**config.mk**
```make
export PLATFORM = sky130hd
export DESIGN_NAME = mac_requant
export DESIGN_NICKNAME = d
export VERILOG_FILES = /design/src/rtl/mac_requant.sv
export SDC_FILE = /design/constraint.sdc
export NUM_CORES = 1
export LEC_CHECK = 0
export ABC_AREA = 0
export BUFFER_PORTS_ARGS = -buffer_cell sky130_fd_sc_hd__buf_2
export CAP_MARGIN = 20
export CORE_UTILIZATION = 40
export DETAILED_ROUTE_END_ITERATION = 8
export HOLD_SLACK_MARGIN = 0.08
export PLACE_DENSITY_LB_ADDON = 0.08
export SYNTH_ARGS = -nofsm -noshare
export SYNTH_HDL_FRONTEND = slang
export SYNTH_SLANG_ARGS = --single-unit
```
**constraint.sdc**
```tcl
create_clock -name clk -period 2.6 [get_ports clk]
set_input_delay 0.52 -clock clk [delete_from_list [all_inputs] [get_ports clk]]
set_output_delay 0.52 -clock clk [all_outputs]
set_load 0.01 [all_outputs]
```
**src/rtl/mac_requant.sv**
```systemverilog
// Requantisation stage after the MAC accumulator: bias, optional ReLU,
// arithmetic right shift and saturation, in a two-stage valid/ready pipeline.
module mac_requant #(
    parameter int ACC_WIDTH   = 10,
    parameter int BIAS_WIDTH  = 10,
    parameter int OUT_WIDTH   = 8,
    parameter int SHIFT_WIDTH = 4
) (
    input  logic                   clk,
    input  logic                   reset,
    input  logic                   in_valid,
    output logic                   in_ready,
    input  logic [ACC_WIDTH-1:0]   in_acc,
    input  logic [BIAS_WIDTH-1:0]  in_bias,
    input  logic [SHIFT_WIDTH-1:0] shift,
    input  logic                   relu_en,
    output logic                   out_valid,
    input  logic                   out_ready,
    output logic [OUT_WIDTH-1:0]   out_data,
    output logic                   sat_flag,
    output logic [15:0]            out_count
);

    localparam int SW = ((ACC_WIDTH + 1) > BIAS_WIDTH ?
                         (ACC_WIDTH + 1) : BIAS_WIDTH) + 1;

    localparam logic signed [SW-1:0] UMAX = SW'(2 ** OUT_WIDTH - 1);
    localparam logic signed [SW-1:0] SMAX = SW'(2 ** (OUT_WIDTH - 1) - 1);
    localparam logic signed [SW-1:0] SMIN = SW'(-(2 ** (OUT_WIDTH - 1)));

    logic                   s1_valid_q, s1_valid_d;
    logic signed [SW-1:0]   s1_sum_q, s1_sum_d;
    logic [SHIFT_WIDTH-1:0] s1_shift_q, s1_shift_d;
    logic                   s1_relu_q, s1_relu_d;
    logic                   out_valid_q, out_valid_d;
    logic [OUT_WIDTH-1:0]   out_data_q, out_data_d;
    logic                   sat_q, sat_d;
    logic [15:0]            out_count_q, out_count_d;

    logic                   adv1, adv2, load1, load2;
    logic signed [SW-1:0]   sum, r, t;
    logic                   hi_u, hi_s, lo_s;
    logic [OUT_WIDTH-1:0]   res;
    logic                   res_sat;

    always_comb begin
        adv2  = !out_valid_q || out_ready;
        adv1  = !s1_valid_q || adv2;
        load1 = in_valid && adv1;
        load2 = adv2 && s1_valid_q;

        sum = $signed({{(SW - ACC_WIDTH){1'b0}}, in_acc})
            + $signed({{(SW - BIAS_WIDTH){in_bias[BIAS_WIDTH-1]}}, in_bias});

        // ReLU zeroing happens before the shift so it never counts as clipping
        r = s1_sum_q;
        if (s1_relu_q && s1_sum_q[SW-1]) begin
            r = '0;
        end
        t = r >>> s1_shift_q;

        hi_u = s1_relu_q && (t > UMAX);
        hi_s = !s1_relu_q && (t > SMAX);
        lo_s = !s1_relu_q && (t < SMIN);

        res     = t[OUT_WIDTH-1:0];
        res_sat = 1'b0;
        unique case (1'b1)
            hi_u: begin
                res     = '1;
                res_sat = 1'b1;
            end
            hi_s: begin
                res     = {1'b0, {(OUT_WIDTH - 1){1'b1}}};
                res_sat = 1'b1;
            end
            lo_s: begin
                res     = {1'b1, {(OUT_WIDTH - 1){1'b0}}};
                res_sat = 1'b1;
            end
            default: begin
                res     = t[OUT_WIDTH-1:0];
                res_sat = 1'b0;
            end
        endcase

        s1_valid_d = adv1 ? in_valid : s1_valid_q;
        s1_sum_d   = load1 ? sum : s1_sum_q;
        s1_shift_d = load1 ? shift : s1_shift_q;
        s1_relu_d  = load1 ? relu_en : s1_relu_q;

        out_valid_d = adv2 ? s1_valid_q : out_valid_q;
        out_data_d  = load2 ? res : out_data_q;
        sat_d       = load2 ? res_sat : sat_q;
        out_count_d = out_count_q + {15'd0, out_valid_q && out_ready};
    end

    always_ff @(posedge clk or posedge reset) begin
        if (reset) begin
            s1_valid_q  <= 1'b0;
            s1_sum_q    <= '0;
            s1_shift_q  <= '0;
            s1_relu_q   <= 1'b0;
            out_valid_q <= 1'b0;
            out_data_q  <= '0;
            sat_q       <= 1'b0;
            out_count_q <= '0;
        end else begin
            s1_valid_q  <= s1_valid_d;
            s1_sum_q    <= s1_sum_d;
            s1_shift_q  <= s1_shift_d;
            s1_relu_q   <= s1_relu_d;
            out_valid_q <= out_valid_d;
            out_data_q  <= out_data_d;
            sat_q       <= sat_d;
            out_count_q <= out_count_d;
        end
    end

    assign in_ready  = adv1;
    assign out_valid = out_valid_q;
    assign out_data  = out_data_q;
    assign sat_flag  = sat_q;
    assign out_count = out_count_q;

endmodule

```
; ---- Yosys cells after proc, flatten, opt, wreduce, memory -nomap -nowiden
; Cells that the tools add are included.
[word_totals]
register_bits = 44
latchBits = 0
ramBits = 0
mem_bits_ro = 0
inputBits = 29
out_inout_bits = 27
word_cells = 30
n_memories = 0
[classes]
addsub = 2
multipliers = 0
div = 0
order_cmp = 3
eq_ne = 0
shift = 1
muxes = 3
bitwise = 0
reduce_logical = 13
[ops]
columns = operator, n
row1 = $pmux W8 S3, 1
row2 = $add A16 B1 Y16, 1
row3 = $add A11 B10 Y12, 1
row4 = $gt A12 B8 Y1 const B, 1
row5 = $gt A12 B9 Y1 const B, 1
row6 = $lt A12 B8 Y1 const B, 1
row7 = $mux W12, 1
row8 = $sshr A12 B4 Y12, 1
row9 = $logic_and A1 B1 Y1, 7
row10 = $logic_not A1 Y1, 3
row11 = $reduce_or A3 Y1, 1
row12 = $logic_or A1 B1 Y1, 2
row13 = $mux W1, 1

; ---- Longest topological paths before layout
; Gate-level depths: netlist of the first run.
[logic_depth]
ltp_word = 7
depth_mapped = 9
depth_no_buf = 9

; ---- Least setup slack after synthesis of the first run
; Ideal clock, no wire load.
[synth_path]
path_type = in2reg
start = input port in_acc[0]
end = register s1_sum_q[10]
setup_time_ps = 96
arrival_time_ps = 1991
t_required_ps = 2504
setup_slack_ps = 513
path_stages = 9
path_buffers = 0
cell_sequence = ha_1 -> inv_1 -> fa_1 -> nor2b_1 -> o31ai_1 -> a21oi_1 -> o211ai_1 -> nor3b_1 -> o31ai_1
[synth_between]
elab_chain_len = 1
[synth_rtl]
columns = element, line_no
row1 = start: declaration, 13  ; input logic [ACC_WIDTH-1:0] in_acc,
row2 = $add A11 B10 Y12, 53  ; + $signed({{(SW - BIAS_WIDTH){in_bias[BIAS_WIDTH-1]}}, in_bias});
row3 = end signal: assignment, 110  ; s1_sum_q <= s1_sum_d;
row4 = end: declaration, 32  ; logic signed [SW-1:0] s1_sum_q, s1_sum_d;
; No other way between the ends.
; A chain may end at the register's enable or synchronous reset.

; ---- Worst setup path in the final report of the first run
[layout_path]
start = register s1_shift_q[0]
end = register out_data_q[0] (netlist: out_data[0])
[layout_between]
elab_chain_len = 4
word_cells_on_any_way = 8
cone_classes = order compare: 3 / shift: 1 / mux: 1 / reduce/logical: 3
[layout_rtl]
columns = element, line_no
row1 = start: declaration, 33  ; logic [SHIFT_WIDTH-1:0] s1_shift_q, s1_shift_d;
row2 = start signal: assignment, 111  ; s1_shift_q <= s1_shift_d;
row3 = $sshr A12 B4 Y12 (*), 60  ; t = r >>> s1_shift_q;
row4 = $lt A12 B8 Y1 (tied with other cells), 64  ; lo_s = !s1_relu_q && (t < SMIN);
row5 = "$logic_and A1 B1 Y1, on equally long branches", "64, 62, 63"
row6 = $pmux W8 S3 (*), 68  ; unique case (1'b1)
row7 = end signal: assignment, 114  ; out_data_q <= out_data_d;
row8 = end: declaration, 36  ; logic [OUT_WIDTH-1:0] out_data_q, out_data_d;
; Every way passes the cells marked *; elsewhere a longest branch is shown, timed or not.

==> results_dict.tcl, run 1 <==
set metrics [dict create \
    synth-edff-count 0 \
    cts_tree "yes" \
    required_ps 2780 \
    layout_commonest_cell "buf_2" \
    path_clk_slew_ps 90 \
    drt_iter0_markers 70 \
    layout-drive-gt1-share_pct 28.4 \
    grt_pass1_wl_mm 9.08 \
    leakage_nw 1.48 \
    die_w_um 85.2 \
    wirelength_mm 5.25 \
    worstSetupPathType "reg2reg" \
    grt_use_total_pct 15.6 \
    fill_cells 663 \
    yosys_most_used_dff "dfrtp_1" \
    ant_nets 0 \
    grt_max_degree 26 \
    dp_cells 404 \
    die_h_um 85.2 \
    relSlewSlack_pct 41.5 \
    reg2reg_to "out_data[0]$_DFFE_PP0P_" \
    hold_path.class "in2async" \
    pin_count 56 \
    clock_sink_count 44 \
    setup_viol 0 \
    syn-num-nets 321 \
    endpoint_kind "register" \
    cts_setup_buffers 0 \
    yosysSeqAreaShare_pct 39.7 \
    cellPowerDensity_nw_per_um2 687 \
    tightest_slew_ps 872 \
    synth-async-reset-ratio_pct 100 \
    design.core.area_um2 6530 \
    r2r_cells 5 \
    start_kind "register" \
    finalNonFillerCells 412 \
    overflow 0 \
    antenna_found_initial 0 \
    hold_ws_ps 281 \
    htreeDepth 2 \
    vdd_drop_max_uv 258 \
    row_count 29 \
    r2r_slack_ps 460 \
    clk_latency_ps 300 \
    clock-skew-final_ps 9.03 \
    vias 2122 \
    cts_resized 0 \
    wire_per_inst_um 12.7 \
    synth_cells 278 \
    rr_startpoint "s1_shift_q[0]$_DFFE_PP0P_" \
    ys_warn_count 0 \
    regArea_um2 1100 \
    firstDrtPassIters 4 \
    mostFrequentLayoutCells "55 x buf_2, 44 x dfrtp_1, 31 x nand2_1" \
    hold_violations 0 \
    hpwlAfterDp_mm 4.07 \
    cts_buffer_depth 2 \
    initial_core_util_pct 42.4 \
    fin_nets 377 \
    slew_viol_final 0 \
    postSynthAreaPerCell_um2 9.96 \
    critPathMaxFanout 13 \
    n_antenna_cell 0 \
    port_buffers 55 \
    route.detailed.drc 0 \
    worst_ep_arrival_time_ps 2320 \
    cts_made_buffers 5 \
    hold_buffers 0 \
    grt_pass1_vias 2003 \
    root_buffer "clkbuf_8" \
    fmax_ghz 0.467 \
    period_share_pct 82.4 \
    fin_crit_ps 2140 \
    die-area_um2 7260 \
    rsz0062_at_grt "no" \
    synth_area_um2 2770 \
    viasPerCell 5.15 \
    status "finished, final reports clean" \
    synth_seq_cells 44 \
    area_growth_pct 15.6 \
    gp_congestion 0.759 \
    multi_input_area_um2 1550 \
    synth.distinct_cells 45 \
    fin_setup_tns_ps 0 \
    maxCapViolCount 0 \
]
## per-layer routing
layer	vias up	global-route usage, %	share of wire [%]
li1	1097	-	-
met4	0	4.62	1.1
met2	44	24.9	44
met3	7	2.92	3.2
met5	-	0	0
met1	974	21.5	51
## cell usage after synthesis (6+ instances only)
cell type | count | area share [%]
dfrtp_1 | 44 | 40
nand2_1 | 31 | 4.2
nor2_1 | 26 | 3.5
o21ai_0 | 22 | 4.0
a21oi_1 | 16 | 2.9
ha_1 | 13 | 5.9
inv_1 | 12 | 1.6
mux4_2 | 11 | 8.9
xnor2_1 | 11 | 3.5
mux2_2 | 9 | 3.7
xor2_1 | 9 | 2.8
clkbuf_1 | 7 | 0.95
nand2b_1 | 7 | 1.6
nand3_1 | 6 | 1.1
## final cells by class
class	count	share of cell area [%]
Clock buffer	6	2.27
Clock inverter	2	0.508
Inverter	12	1.41
Multi-Input combinational cell	210	48.4
Sequential cell	44	34.4
Tap cell	77	3.01
Timing Repair Buffer	61	10.0
## metrics by stage
| stage | cell area (um2) | setup slack (ps) | util [%] | power (mW) |
|---|---|---|---|---|
| floorplan | 2770 | 513 | - | 1.56 |
| global placement | 3110 | 299 | 47.7 | 1.78 |
| detailed placement | 3110 | 266 | 47.7 | 1.79 |
| CTS | 3200 | 421 | 49.0 | 2.23 |
| global route | 3200 | 303 | 49.0 | 2.37 |
| finish | 3200 | 457 | 49.0 | 2.20 |
## cells by family (layout without fill, tap and decap cells)
| kind of cell | Yosys count | count (layout) | share of synthesized area, % |
|---|---|---|---|
| xor+xnor | 20 | 20 | 6.32 |
| mux | 21 | 21 | 13.0 |
| flops | 44 | 44 | 39.7 |
| simple gates | 91 | 91 | 15.2 |
| compound gates | 64 | 64 | 14.9 |
| fa+ha+maj | 14 | 14 | 6.59 |
| buf+inv | 24 | 81 | 4.25 |
## worst max-delay path, cell delays in order, from the launching register on
cell     delay [ps]
dfrtp_1         660
buf_4           240
mux4_2          500
mux4_2          480
nand2_1          80
a21oi_1          60
## power breakdown
group	total [mW]	internal (mW)	switching, mW	leakage, nW
clock	0.432	0.191	0.241	0.0414
sequential	0.998	0.837	0.161	0.537
combinational	0.772	0.396	0.376	0.905
## state kept, by name (all words and copies together) (netlist names)
register and flops:
sat_flag 1, s1_sum_q 12, s1_relu_q 1, s1_valid_q 1
out_data 8, out_valid 1, s1_shift_q 4, out_count 16
## worst max path at each step
stage | cells past startpoint | slack [ps] | endpoint | start
after floorplan | 9 | 510 | s1_sum_q[10]$_DFFE_PP0P_ | in_acc[0]
after global placement | 10 | 300 | s1_sum_q[10]$_DFFE_PP0P_ | in_acc[0]
after detailed placement | 10 | 270 | s1_sum_q[10]$_DFFE_PP0P_ | in_acc[0]
after CTS | 5 | 420 | out_data[0]$_DFFE_PP0P_ | s1_shift_q[0]$_DFFE_PP0P_
after global routing | 5 | 300 | out_data[0]$_DFFE_PP0P_ | s1_shift_q[0]$_DFFE_PP0P_
final | 5 | 460 | out_data[0]$_DFFE_PP0P_ | s1_shift_q[0]$_DFFE_PP0P_
Note: power is estimated with default switching activity, not from simulation.
==> run 2, diff against run 1 <==
==> constraint.sdc (replaced) <==
create_clock -name clk -period 2.2 [get_ports clk]
set_input_delay 0.44 -clock clk [delete_from_list [all_inputs] [get_ports clk]]
set_output_delay 0.44 -clock clk [all_outputs]
set_load 0.01 [all_outputs]
==> results_dict.tcl, run 2 (synthesis results as in run 1) <==
set metrics [dict create \
    vias 2175 \
    fmax_ghz 0.516 \
    vdd_drop_max_uv 339 \
    hold_violations 0 \
    crit_chain "buf_4 -> mux4_2 -> mux4_2 -> nand2_1 -> a21oi_1" \
    rr_startpoint "s1_shift_q[0]$_DFFE_PP0P_" \
    largest_register_ffs 16 \
    leakage_nw 1.52 \
    critPathMaxFanout 11 \
    gp_congestion 0.765 \
    power_mw 2.67 \
    period_share_pct 88.1 \
    hold_buffers 0 \
    clock-skew-final_ps 7.68 \
    relSlewSlack_pct 63.1 \
    cts_buffer_depth 2 \
    cts_resized 0 \
    initial_core_util_pct 42.4 \
    ant_nets 0 \
    fill_cells 634 \
    crit_path_top_delay_cell "dfrtp_2" \
    grt_pass1_vias 2057 \
    cpPeakStageDelay_ps 500 \
    reg2reg_to "out_data[0]$_DFFE_PP0P_" \
    cellPowerDensity_nw_per_um2 817 \
    hpwlAfterDp_mm 4.22 \
    area_growth_pct 18.2 \
    row_count 29 \
    fin_nets 385 \
    r2r_slack_ps 260 \
    route.detailed.drc 0 \
    pin_count 56 \
    fin_setup_tns_ps 0 \
    slew_viol_final 0 \
    worst_ep_arrival_time_ps 2120 \
    tightest_slew_ps 553 \
    path_clk_slew_ps 90 \
    clock_sink_count 44 \
    grt_pass1_wl_mm 9.43 \
    antenna_found_initial 0 \
    r2r_cells 5 \
    die_w_um 85.2 \
    required_ps 2380 \
    wire_per_inst_um 13.1 \
    design.core.area_um2 6530 \
    setup_viol 0 \
    clk_latency_ps 300 \
    layout_commonest_cell "buf_2" \
    port_buffers 55 \
    htreeDepth 2 \
    rsz0062_at_grt "no" \
    die-area_um2 7260 \
    cp.buffers_inverters 1 \
    overflow 0 \
    die_h_um 85.2 \
    final_util_pct 50.1 \
    multi_input_area_um2 1550 \
    worstSetupPathType "reg2reg" \
    maxCapViolCount 0 \
    fin_crit_ps 1940 \
    wirelength_mm 5.51 \
    cts_tree "yes" \
    n_antenna_cell 0 \
    grt_max_degree 45 \
    grt_use_total_pct 16.4 \
    regArea_um2 1100 \
    start_kind "register" \
    viasPerCell 5.18 \
    layout-drive-gt1-share_pct 30.6 \
    cpLargestDelayFamily "multiplexers" \
    cts_setup_buffers 0 \
    mostFrequentLayoutCells "55 x buf_2, 43 x dfrtp_1, 31 x nand2_1" \
    cpMostUsedCell "mux4_2" \
    root_buffer "clkbuf_8" \
    drt_iter0_markers 88 \
    hold_path.class "in2async" \
    cts_made_buffers 5 \
    firstDrtPassIters 4 \
    status "finished, final reports clean" \
    endpoint_kind "register" \
]
[run 2: cell count changes in the layout (fill, tap and decap cells not counted)]
cell / before / now
clkbuf_8: 5 / 6
clkbuf_1: 1 / 0
dfrtp_1: 44 / 43
clkinvlp_4: 1 / 2
buf_4: 6 / 14
clkinv_4: 1 / 0
dfrtp_2: 0 / 1
[run 2: report_power, final]
| part | internal, mW | switching (mW) | leakage, nW | total, mW |
|---|---|---|---|---|
| registers | 0.990 | 0.169 | 0.536 | 1.16 |
| clock network | 0.254 | 0.287 | 0.0434 | 0.541 |
| logic | 0.491 | 0.481 | 0.945 | 0.972 |
[run 2: worst max-delay path by stage]
stage | slack [ps] | start | cells after the start | end
floorplan | 190 | in_acc[0] | 9 | s1_sum_q[10]$_DFFE_PP0P_
global placement | 30 | in_acc[0] | 10 | s1_sum_q[10]$_DFFE_PP0P_
detailed placement | 5 | in_acc[0] | 10 | s1_sum_q[10]$_DFFE_PP0P_
CTS | 110 | s1_shift_q[0]$_DFFE_PP0P_ | 5 | out_data[0]$_DFFE_PP0P_
global route | 150 | s1_shift_q[0]$_DFFE_PP0P_ | 5 | out_data[0]$_DFFE_PP0P_
finish | 260 | s1_shift_q[0]$_DFFE_PP0P_ | 5 | out_data[0]$_DFFE_PP0P_
[run 2: metal layers]
layer | vias up | global-route usage [%] | part of all wire, %
li1 | 1108 | - | -
met2 | 50 | 26.5 | 46
met5 | - | 0 | 0
met1 | 1008 | 21.9 | 49
met4 | 0 | 6.01 | 1.7
met3 | 9 | 3.40 | 3.6
[run 2: worst reg2reg max path, delay by kind of cell, from the launching register on]
family	cells	cell delay, ps
buffers and inverters	1	190
flip-flops	1	500
AO/OA/AOI/OAI	1	60
multiplexers	2	990
AND/OR/NAND/NOR	1	90
[run 2: layout make-up]
type                    count  share of cell area (%)
well taps                  77                    2.94
multi-input cells         210                    47.4
clock buffers               6                    2.52
inverters                  12                    1.38
flip-flops and latches     44                    33.7
clock inverters             2                   0.459
repair buffers             69                    11.6
[run 2: stage by stage]
stage / worst slack [ps] / hold WS, ps / instance area, um2 / instances
3_3_place_gp: 26.3 / 456 / 3170 / 412
3_5_place_dp: 4.90 / 462 / 3170 / 412
2_1_floorplan: 193 / 449 / 2770 / 278
6_report: 261 / 262 / 3270 / 420
5_1_grt: 147 / 307 / 3270 / 420
4_1_cts: 113 / 281 / 3270 / 420
==> run 3, diff against run 2 <==
--- a/config.mk
+++ b/config.mk
@@ -5,13 +5,14 @@
 export SDC_FILE = /design/constraint.sdc
 export NUM_CORES = 1
 export LEC_CHECK = 0
-export ABC_AREA = 0
+export ABC_AREA = 1
 export BUFFER_PORTS_ARGS = -buffer_cell sky130_fd_sc_hd__buf_2
 export CAP_MARGIN = 20
 export CORE_UTILIZATION = 40
 export DETAILED_ROUTE_END_ITERATION = 8
 export HOLD_SLACK_MARGIN = 0.08
 export PLACE_DENSITY_LB_ADDON = 0.08
+export SLEW_MARGIN = 20
 export SYNTH_ARGS = -nofsm -noshare
 export SYNTH_HDL_FRONTEND = slang
 export SYNTH_SLANG_ARGS = --single-unit
==> results_dict.tcl, run 3 <==
set metrics [dict create \
    fin_crit_ps 1940 \
    synth_area_um2 2850 \
    wirelength_mm 6.15 \
    hold_path.class "in2async" \
    critPathMaxFanout 4 \
    cts_tree "yes" \
    ant_nets 0 \
    antenna_found_initial 0 \
    die-area_um2 7470 \
    synth_area_leaders "dfrtp_1 39%, nand2_1 14%, nand3_1 7.9%" \
    design.core.area_um2 6830 \
    start_kind "register" \
    synth-compound-area-share_pct 10.9 \
    synthMuxAreaShare_pct 0 \
    rsz0062_at_grt "no" \
    cts_buffer_depth 2 \
    cts_setup_buffers 0 \
    mostFrequentLayoutCells "103 x nand2_1, 55 x buf_2, 45 x nand3_1" \
    synth-async-reset-ratio_pct 100 \
    synth_top_area_share_pct 38.6 \
    htreeDepth 2 \
    clock-skew-final_ps 3.54 \
    postSynthAreaPerCell_um2 7.54 \
    fin_nets 483 \
    clock_sink_count 44 \
    layout_commonest_cell "nand2_1" \
    yosys_most_used_dff "dfrtp_1" \
    syn-num-nets 421 \
    pin_count 56 \
    drt_iter0_markers 116 \
    gp_congestion 0.874 \
    initial_core_util_pct 41.7 \
    final_util_pct 49.6 \
    n_antenna_cell 0 \
    ys_warn_count 0 \
    cellPowerDensity_nw_per_um2 868 \
    root_buffer "clkbuf_8" \
    relSlewSlack_pct 63.7 \
    fin_setup_tns_ps 0 \
    synthSimpleGateAreaFrac_pct 31.3 \
    die_w_um 86.4 \
    grt_pass1_vias 2427 \
    final_area_um2 3390 \
    period_share_pct 88.1 \
    vdd_drop_max_uv 324 \
    hpwlAfterDp_mm 4.84 \
    worst_ep_arrival_time_ps 2130 \
    synth_xor_xnor_area_share_pct 4.91 \
    setup_viol 0 \
    required_ps 2390 \
    worstSetupPathType "reg2reg" \
    viasPerCell 4.77 \
    die_h_um 86.4 \
    status "finished, final reports clean" \
    clk_latency_ps 300 \
    area_growth_pct 18.8 \
    synth_common_cells "103 x nand2_1, 45 x inv_1, 45 x nand3_1, 44 x dfrtp_1" \
    grt_pass1_wl_mm 10.7 \
    fmax_ghz 0.516 \
    tightest_slew_ps 545 \
    synth.distinct_cells 33 \
    route.detailed.drc 0 \
    endpoint_kind "register" \
    maxCapViolCount 0 \
    grt_use_total_pct 17.9 \
    path_clk_slew_ps 80 \
    wire_per_inst_um 11.4 \
    largest_register_ffs 16 \
    synth_seq_cells 44 \
    overflow 0 \
    yosysSeqAreaShare_pct 38.6 \
    firstDrtPassIters 4 \
    hold_violations 0 \
    yosys.area.top_type "dfrtp_1" \
    cts_made_buffers 5 \
    port_buffers 55 \
    row_count 30 \
    vias 2562 \
    grt_max_degree 45 \
    synth_cells 378 \
    yosysMostFrequentCell "nand2_1" \
    synth-edff-count 0 \
    leakage_nw 1.82 \
    place_area_um2 3260 \
    layout-drive-gt1-share_pct 20.4 \
    synth_fa_ha_area_share_pct 6.41 \
    slew_viol_final 0 \
    synth_top_family_by_area "simple AND/OR/NAND/NOR gates" \
]
==> run 3: changes by cell type after synthesis, sizes merged, moves of 5 or more <==
cell / change
nand2: +76
nand3: +47
inv: +34
mux4: -11
mux2: -10
a21oi: +8
xnor2: -8
nand2b: -7
nor2: -5
==> run 3: logic make-up (layout without fill, tap and decap cells) <==
kind of cell | after synthesis | in the layout
DFF | 44 | 44
and+or+nand+nor | 192 | 192
AOI/OAI and AO/OA | 57 | 57
adders and majority gates | 14 | 14
xor gates and xnor gates | 16 | 16
buffers and inverters | 55 | 118
==> run 3: report_power, final <==
group | switching, mW | internal [mW] | leakage [nW]
clock network | 0.286 | 0.371 | 0.0614
registers | 0.156 | 1.02 | 0.514
logic | 0.673 | 0.435 | 1.25
==> run 3: layout make-up <==
type                       count  area, um2
clock buffer                   6       82.6
clock inverter                 2       38.8
fill                         743       3440
inverter                      47        176
multi-input combinational    279       1530
sequential                    44       1100
tap                           96        120
timing repair buffer          63        335
==> run 3: critical path, cell delays in order (launching register included) <==
cell and delay (ps):
dfrtp_1 400, nand2_1 70, inv_1 70, ha_1 170, ha_1 190, nand3_1 140
nor3_2 160, nand3_1 140, nor3_2 210, nand4_1 140, xnor2_1 150
==> run 3: worst paths after layout <==
check                                   startpoint                        end  slack, ps  cells past startpoint
setup / recovery             out_valid$_DFFE_PP0P_    out_count[14]$_DFF_PP0_        260                     10
hold / removal                               reset    out_count[13]$_DFF_PP0_        270                      3
setup reg to reg             out_valid$_DFFE_PP0P_    out_count[14]$_DFF_PP0_        260                     10
hold reg to reg            out_count[15]$_DFF_PP0_    out_count[15]$_DFF_PP0_        470                      1
max in group asynchronous                    reset  s1_shift_q[1]$_DFFE_PP0P_       1560                      3
min in group clk                          shift[3]  s1_shift_q[3]$_DFFE_PP0P_        350                      3
==> run 3: per-stage QoR <==
| stage | total power [mW] | hold slack, ps | instances | worst slack [ps] |
|---|---|---|---|---|
| after floorplan | 1.94 | 449 | 378 | 289 |
| after global placement | 2.29 | 457 | 529 | 110 |
| after detailed placement | 2.30 | 470 | 529 | 24.1 |
| after CTS | 2.97 | 283 | 537 | 143 |
| after global routing | 3.19 | 325 | 537 | 35.6 |
| final | 2.94 | 265 | 537 | 262 |
==> run 3: metal layers <==
| layer | GRT usage [%] | wire (um) |
|---|---|---|
| met5 | 0 | 0 |
| met4 | 6.52 | 119 |
| met3 | 2.95 | 188 |
| met2 | 29.7 | 2740 |
| met1 | 23.5 | 3100 |
==> run 3: repair_timing <==
item | 4_1_cts | 5_1_grt
endpoints found under the setup margin | 0 | 2
resized for setup | 0 | 1
hold buffers | 0 | 0
